### config.mk
export PLATFORM = sky130hd
export DESIGN_NAME = ysyx_25040129_exu_ctrl
export DESIGN_NICKNAME = d
export VERILOG_FILES = /design/src/rtl/ysyx_25040129_exu_ctrl.sv
export SDC_FILE = /design/constraint.sdc
export NUM_CORES = 1
export LEC_CHECK = 0
export ABC_AREA = 1
export BUFFER_PORTS_ARGS = -buffer_cell sky130_fd_sc_hd__buf_4
export CORE_MARGIN = 5
export CORE_UTILIZATION = 30
export CTS_CLUSTER_DIAMETER = 40
export DETAILED_ROUTE_END_ITERATION = 6
export PLACE_DENSITY_LB_ADDON = 0.1
export SYNTH_ARGS = -nofsm -noshare
export SYNTH_HDL_FRONTEND = slang
export SYNTH_SLANG_ARGS = --single-unit
### constraint.sdc
create_clock -name clk -period 22.1 [get_ports clk]
set_input_delay 4.42 -clock clk [delete_from_list [all_inputs] [get_ports clk]]
set_output_delay 4.42 -clock clk [all_outputs]
set_load 0.03 [all_outputs]
### src/rtl/ysyx_25040129_exu_ctrl.sv
// Execute-stage issue/handshake controller: one-slot buffer feeding the EXU,
// multi-cycle sequencing, load-use stall, branch redirect and forwarding tags.
module ysyx_25040129_exu_ctrl #(
    parameter int PAYLOAD_W = 160,
    parameter int REGS_DIG  = 5
) (
    input  logic                 clk,
    input  logic                 rst,
    input  logic                 in_valid,
    output logic                 in_ready,
    input  logic [PAYLOAD_W-1:0] in_payload,
    input  logic [REGS_DIG-1:0]  in_rd,
    input  logic                 in_reg_write,
    input  logic [2:0]           in_lsu_read,
    input  logic                 in_is_mc,
    input  logic [REGS_DIG-1:0]  in_rs1,
    input  logic [REGS_DIG-1:0]  in_rs2,
    input  logic                 in_rs1_used,
    input  logic                 in_rs2_used,
    output logic [PAYLOAD_W-1:0] ex_payload,
    output logic                 ex_valid,
    output logic                 mc_start,
    input  logic                 mc_done,
    input  logic                 br_taken,
    input  logic [31:0]          br_target,
    output logic                 redirect_valid,
    output logic [31:0]          redirect_pc,
    output logic                 out_valid,
    input  logic                 out_ready,
    output logic                 fwd_valid,
    output logic [REGS_DIG-1:0]  fwd_rd,
    output logic [31:0]          stall_cnt
);

    typedef enum logic [1:0] {
        EMPTY   = 2'd0,
        MC_BUSY = 2'd1,
        READY   = 2'd2
    } state_t;

    state_t                state_q;
    state_t                state_d;
    logic [REGS_DIG-1:0]   slot_rd;
    logic                  slot_reg_write;
    logic [2:0]            slot_lsu_read;
    logic                  slot_is_mc;
    logic                  mc_start_q;
    logic                  hazard;
    logic                  fire;
    logic                  out_fire;

    assign ex_valid = (state_q != EMPTY);
    assign mc_start = mc_start_q;

    // Only a load still sitting in the slot can create a load-use bubble.
    assign hazard = ex_valid && (slot_lsu_read != 3'd0) && slot_reg_write
                 && (slot_rd != '0)
                 && ((in_rs1_used && (in_rs1 == slot_rd))
                  || (in_rs2_used && (in_rs2 == slot_rd)));

    always_comb begin
        in_ready  = 1'b0;
        out_valid = 1'b0;
        case (state_q)
            EMPTY:   in_ready = !hazard;
            MC_BUSY: in_ready = 1'b0;
            READY: begin
                out_valid = 1'b1;
                in_ready  = out_ready && !br_taken && !hazard;
            end
            default: in_ready = 1'b0;
        endcase
    end

    assign fire     = in_valid && in_ready;
    assign out_fire = out_valid && out_ready;

    assign redirect_valid = out_fire && br_taken;
    assign redirect_pc    = redirect_valid ? br_target : 32'd0;

    assign fwd_valid = (state_q == READY) && (slot_lsu_read == 3'd0)
                    && slot_reg_write && (slot_rd != '0);
    assign fwd_rd    = fwd_valid ? slot_rd : '0;

    // A fire always implies the slot is free or draining this cycle.
    always_comb begin
        state_d = state_q;
        if (fire) begin
            state_d = in_is_mc ? MC_BUSY : READY;
        end else if (state_q == MC_BUSY && mc_done) begin
            state_d = READY;
        end else if (state_q == READY && out_fire) begin
            state_d = EMPTY;
        end
    end

    always_ff @(posedge clk or posedge rst) begin
        if (rst) begin
            state_q        <= EMPTY;
            mc_start_q     <= 1'b0;
            ex_payload     <= '0;
            slot_rd        <= '0;
            slot_reg_write <= 1'b0;
            slot_lsu_read  <= 3'd0;
            slot_is_mc     <= 1'b0;
            stall_cnt      <= 32'd0;
        end else begin
            state_q    <= state_d;
            mc_start_q <= fire && in_is_mc;
            if (fire) begin
                ex_payload     <= in_payload;
                slot_rd        <= in_rd;
                slot_reg_write <= in_reg_write;
                slot_lsu_read  <= in_lsu_read;
                slot_is_mc     <= in_is_mc;
            end
            if (in_valid && !in_ready) begin
                stall_cnt <= stall_cnt + 32'd1;
            end
        end
    end

endmodule

==> impl_metrics.yaml, run 1 <==
cells_and_area:
  areaGrowthSynthToFinish_pct: 54.1
  n_fill_cell: 3018
  drive_above_1_share_pct: 33.0
  layout_commonest_cell: "nand2_1"
  final_nets: 1814
  final_cell_mix: "nand2_1 (635), buf_4 (458), dfrtp_1 (204)"
  num_antenna_cells: 0
place:
  place.gp.congestion: 0.865
  portBuffers: 454
  dp.final_hpwl_um: 23600
  place_ws_ns: 11.91
grt:
  antenna_found_initial: 0
  use_met3_pct: 7.09
  grt-busiest-layer: "met2"
  grt-ovfl-total: 0
  grt_pass1_vias: 8917
  met2_usage_pct: 28.8
  use_met1_pct: 23.0
  grt.total_usage_pct: 18.3
  grt_pass1_wl_um: 49300
  grt_max_degree: 134
worst_setup_path:
  critPathLaunchType: "input port"
  cp_cell_sequence: "buf_4 -> nand2_1 -> inv_1 -> nand2_1 -> nor2_1 -> buf_4"
  arrival_ns: 5.79
  end_kind: "output pin"
  critPathSlowestCell: "nand2_1"
  worst_ep_required_time_ns: 17.68
  crit_fanout: 33
  criticalPathCategory: "input port to output pin"
  critPathMaxStageDelay_ns: 0.78
timing:
  worst_pin_slew_ns: 1.11
  tns_ns: 0
  relSlewSlack_pct: 25.7
  setup-violations-final: 0
  fmax_mhz: 98.0
  finalClockSkew_ns: 0.0213
  fin_crit_sh_pct: 46.2
  rsz0062_at_grt: "false"
  min_period_ns: 10.21
  hold_viol_final: 0
  slew_viol_final: 0
  setup_slack_ns: 11.89
synth:
  yosysTopAreaCell: "dfrtp_1"
  syn_inst: 1141
  syn_avg_cell_area_um2: 7.98
  synth-warning-count: 0
  synth_cell_types: 24
  netlist_top_cells_area: "dfrtp_1 (56%), nand2_1 (26%), inv_1 (3.1%)"
  synth_top_area_share_pct: 56.1
  ys_ff_latch: 204
  syn_area_um2: 9110
  seq_area_frac_synth_pct: 56.1
  syn_nets: 1362
clock_network:
  cts_setup_buffers: 0
  clk_latency_ns: 0.50
  clkSinkCount: 204
  cts_buffers: 38
  cts_resized: 0
  cts_tree: "done"
  clock-root-buffer: "clkbuf_16"
  h-tree-depth: 2
  hold_buffers: 0
  clk_pin_slew_ns: 0.05
  clock_path_buffers: 3
floorplan:
  design.core.area_um2: 29800
  die_h_um: 184
  die_x_um: 184
  io_pins: 455
  core.rowCount: 63
  dieArea_um2: 33900
  start_util_pct: 30.6
flow_run:
  drv_cap: 0
detailed_routing:
  drc_errors: 0
  vias: 8683
  vias_per_cell: 4.32
  drt-initial-drc-count: 390
  wl_um: 32200
  dr.pass1.iters: 4
  ant_nets: 0
  wire_per_inst_um: 16.0
min_path:
  min_path_type: "flop to flop"
power_and_ir_drop:
  irDropWorstVdd_uv: 84.0
  p_leak_uw: 0.00791
  p_per_area_nw_per_um2: 158
status:
  status: "complete, no violations"
-- state kept, by name, indices dropped and copies added (netlist names) --
name and cells:
ex_payload 160, slot_rd 5, state_q 2, mc_start 1
slot_reg_write 1, slot_lsu_read 3, stall_cnt 32
-- routing by layer --
metal / part of all wire [%] / routed length, um
met5: 0 / 0
met4: 3.4 / 1090
met3: 9.8 / 3140
met2: 46 / 14800
met1: 41 / 13200
-- where the power goes --
group / switching (uW) / internal, uW
combinational: 631 / 322
sequential: 100 / 534
clock: 195 / 433
-- through the flow --
step | hold WS [ns] | cell area [um2] | instances | util (%) | power, uW
after global routing | 0.494 | 14000 | 2012 | 47.1 | 2350
after floorplan | 0.450 | 9110 | 1141 | - | 1230
final | 0.474 | 14000 | 2012 | 47.1 | 2210
after detailed placement | 0.466 | 12600 | 1943 | 42.4 | 1610
after CTS | 0.479 | 14000 | 2012 | 47.1 | 2250
after global placement | 0.463 | 12600 | 1943 | 42.4 | 1600
-- worst paths after layout --
check                            startpoint               end  slack, ns  cells after the start
setup / recovery                  out_ready    redirect_pc[1]      11.89                      6
hold / removal             slot_lsu_read[2]  slot_lsu_read[2]       0.47                      2
setup reg to reg                 slot_rd[0]        state_q[0]      18.72                     12
hold reg to reg            slot_lsu_read[2]  slot_lsu_read[2]       0.47                      2
max in group asynchronous               rst    ex_payload[12]      16.39                      3
min in group asynchronous               rst   ex_payload[121]       4.12                      2
-- Yosys cell counts --
cell type,n
clkbuf_1,4
buf_6,6
inv_1,76
buf_4,17
xor2_1,18
nor2_2,2
o21ai_0,25
nand2_1,635
nor2_1,76
nand3b_1,4
nand2_2,2
dfrtp_1,204
ha_1,1
and2_1,1
nand3_1,18
nand4_1,5
buf_8,11
inv_2,6
nand2_4,1
buf_2,8
xnor2_1,3
nor3_1,16
o211ai_1,1
nor4_1,1
-- kinds of logic after synthesis --
family          synth area share, %
simple gates                   32.4
xor+xnor                       2.02
compound gates                 1.46
flops                          56.1
buf+inv                        7.94
fa+ha+maj                     0.137
-- worst max-delay path: cells and delay by family --
family / cells / cell delay (ns)
simple gates: 3 / 0.96
buf+inv: 3 / 0.39
-- layout make-up --
| class | count | area, um2 | area share, % |
|---|---|---|---|
| clock inverters | 24 | 342 | 2.43 |
| well taps | 390 | 488 | 3.48 |
| flip-flops and latches | 204 | 5100 | 36.4 |
| multi-input cells | 809 | 3290 | 23.5 |
| repair buffers | 458 | 3440 | 24.5 |
| inverters | 82 | 320 | 2.28 |
| clock buffers | 45 | 1050 | 7.49 |
(Power assumes the default switching activity.)
==> run 2, diff against run 1 <==
Clock period 22.1 ns to 8.3 ns, I/O delays scaled along.
==> run 2 against run 1 <==
- total power grew to 2.6 times the previous value
- non-clock buffer count stayed put
- critical path type unchanged
- first-iteration DRC count is 14% higher
- sequential power grew to 2.7 times the previous value
- highest routed layer unchanged
- final area is 1.1% lower
- sequential cell count stayed put
- register-to-register slack worse by 14 ns
- clock skew is 0.00070 ns lower
- final cell count hardly changed
- via count hardly changed
==> impl_metrics.yaml, run 2 (synthesis results as in run 1) <==
cells_and_area:
  drive_above_1_share_pct: 33.0
  register_area_um2: 5100
  final_nets: 1813
  reg_top3: "ex_payload: 160 flops, stall_cnt: 32 flops, slot_rd: 5 flops"
  n_fill_cell: 3015
  max_flop_register: "ex_payload"
  final_cell_mix: "nand2_1 (635), buf_4 (458), dfrtp_1 (204)"
  multi_input_area_um2: 3290
  fin_area_um2: 13900
  num_antenna_cells: 0
  areaGrowthSynthToFinish_pct: 52.4
  layout_commonest_cell: "nand2_1"
  largest_reg_flops: 160
timing:
  min_period_ns: 4.74
  rsz0062_at_grt: "false"
  fin_crit_sh_pct: 57.1
  tns_ns: 0
  relSlewSlack_pct: 23.6
  hold_viol_final: 0
  finalClockSkew_ns: 0.0206
  setup-violations-final: 0
  slew_viol_final: 0
  fmax_mhz: 211
  worst_pin_slew_ns: 1.14
worst_setup_path:
  reg2reg_to: "ex_payload[56]"
  r2r_slack_ns: 4.95
  critPathSlowestCell: "nand2_1"
  critPathLaunchType: "input port"
  worst_ep_required_time_ns: 6.64
  r2r_start: "slot_lsu_read[1]"
  critPathMaxStageDelay_ns: 0.63
  end_kind: "output pin"
  criticalPathCategory: "input port to output pin"
  cp_cell_sequence: "buf_4 -> nand2_1 -> inv_1 -> nand2_1 -> nor2_1 -> buf_4"
  crit_fanout: 33
  arrival_ns: 3.08
  rr_worst_depth: 10
grt:
  grt_pass1_vias: 8854
  grt_pass1_wl_um: 49300
  grt_max_degree: 136
  antenna_found_initial: 0
  grt.total_usage_pct: 18.1
  grt-ovfl-total: 0
floorplan:
  core.rowCount: 63
  die_x_um: 184
  die_h_um: 184
  io_pins: 455
  design.core.area_um2: 29800
  start_util_pct: 30.6
  dieArea_um2: 33900
power_and_ir_drop:
  p_leak_uw: 0.00783
  irDropWorstVdd_uv: 224
  p_per_area_nw_per_um2: 410
clock_network:
  clock-root-buffer: "clkbuf_16"
  cts_tree: "done"
  h-tree-depth: 2
  clkSinkCount: 204
  clock_path_buffers: 3
  cts_setup_buffers: 0
  hold_buffers: 0
  clk_pin_slew_ns: 0.05
  cts_resized: 0
  cts_buffers: 37
  clk_latency_ns: 0.51
detailed_routing:
  vias: 8678
  drc_errors: 0
  drt-initial-drc-count: 444
  ant_nets: 0
  wl_um: 32100
  dr.pass1.iters: 4
  wire_per_inst_um: 16.0
  vias_per_cell: 4.32
flow_run:
  drv_cap: 0
min_path:
  hold_depth: 2
  worstHoldStart: "ex_payload[114]"
  holdPathEnd: "ex_payload[114]"
  min_path_type: "flop to flop"
place:
  portBuffers: 454
  dp.final_hpwl_um: 23300
  place.gp.congestion: 0.828
  placed_area_um2: 12600
status:
  status: "complete, no violations"
run 2: changes by cell type in the layout (fill, tap and decap cells not counted):
cell | before | now
bufinv_16 | 8 | 1
clkbuf_16 | 41 | 39
clkbuf_8 | 1 | 5
clkinv_2 | 9 | 6
clkinvlp_4 | 4 | 5
inv_6 | 1 | 7
run 2: final cells by class:
| class | count | area share [%] |
|---|---|---|
| clock buffers | 47 | 7.61 |
| clock inverters | 21 | 1.27 |
| inverters | 82 | 2.31 |
| multi-input cells | 809 | 23.7 |
| flip-flops and latches | 204 | 36.8 |
| well taps | 390 | 3.52 |
| repair buffers | 458 | 24.8 |
run 2: worst max path at each step:
stage	slack [ns]	end	start	depth (start not counted)
2_1_floorplan	1.07	ex_payload[0]	rst	1
3_3_place_gp	3.57	redirect_pc[21]	out_ready	6
3_5_place_dp	3.55	ex_payload[150]	in_rs1[4]	15
4_1_cts	3.58	redirect_pc[24]	out_ready	6
5_1_grt	3.38	redirect_pc[29]	out_ready	6
6_report	3.56	redirect_pc[12]	out_ready	6
run 2: stage by stage:
step	setup WS, ns	hold slack (ns)	total power [uW]	std cells	util [%]
floorplan	1.07	0.450	3280	1141	-
global placement	3.57	0.463	4260	1943	42.4
detailed placement	3.55	0.466	4280	1943	42.4
CTS	3.58	0.480	5790	2011	46.6
global route	3.38	0.496	6070	2011	46.6
finish	3.56	0.474	5700	2011	46.6
run 2: power by group:
group | internal [uW] | switching (uW) | total [uW]
sequential | 1420 | 275 | 1700
combinational | 856 | 1670 | 2530
clock | 942 | 530 | 1470
total | 3220 | 2470 | 5700
run 2: critical path: cells and delay by family:
family                 cells  cell delay (ns)
buffers and inverters      3             0.38
AND/OR/NAND/NOR            3             1.03
run 2: metal layers:
| layer | GRT usage (%) | wire (um) |
|---|---|---|
| met4 | 4.82 | 730 |
| met5 | 0 | 0 |
| met3 | 6.91 | 3340 |
| met2 | 28.4 | 14800 |
| met1 | 23.7 | 13200 |
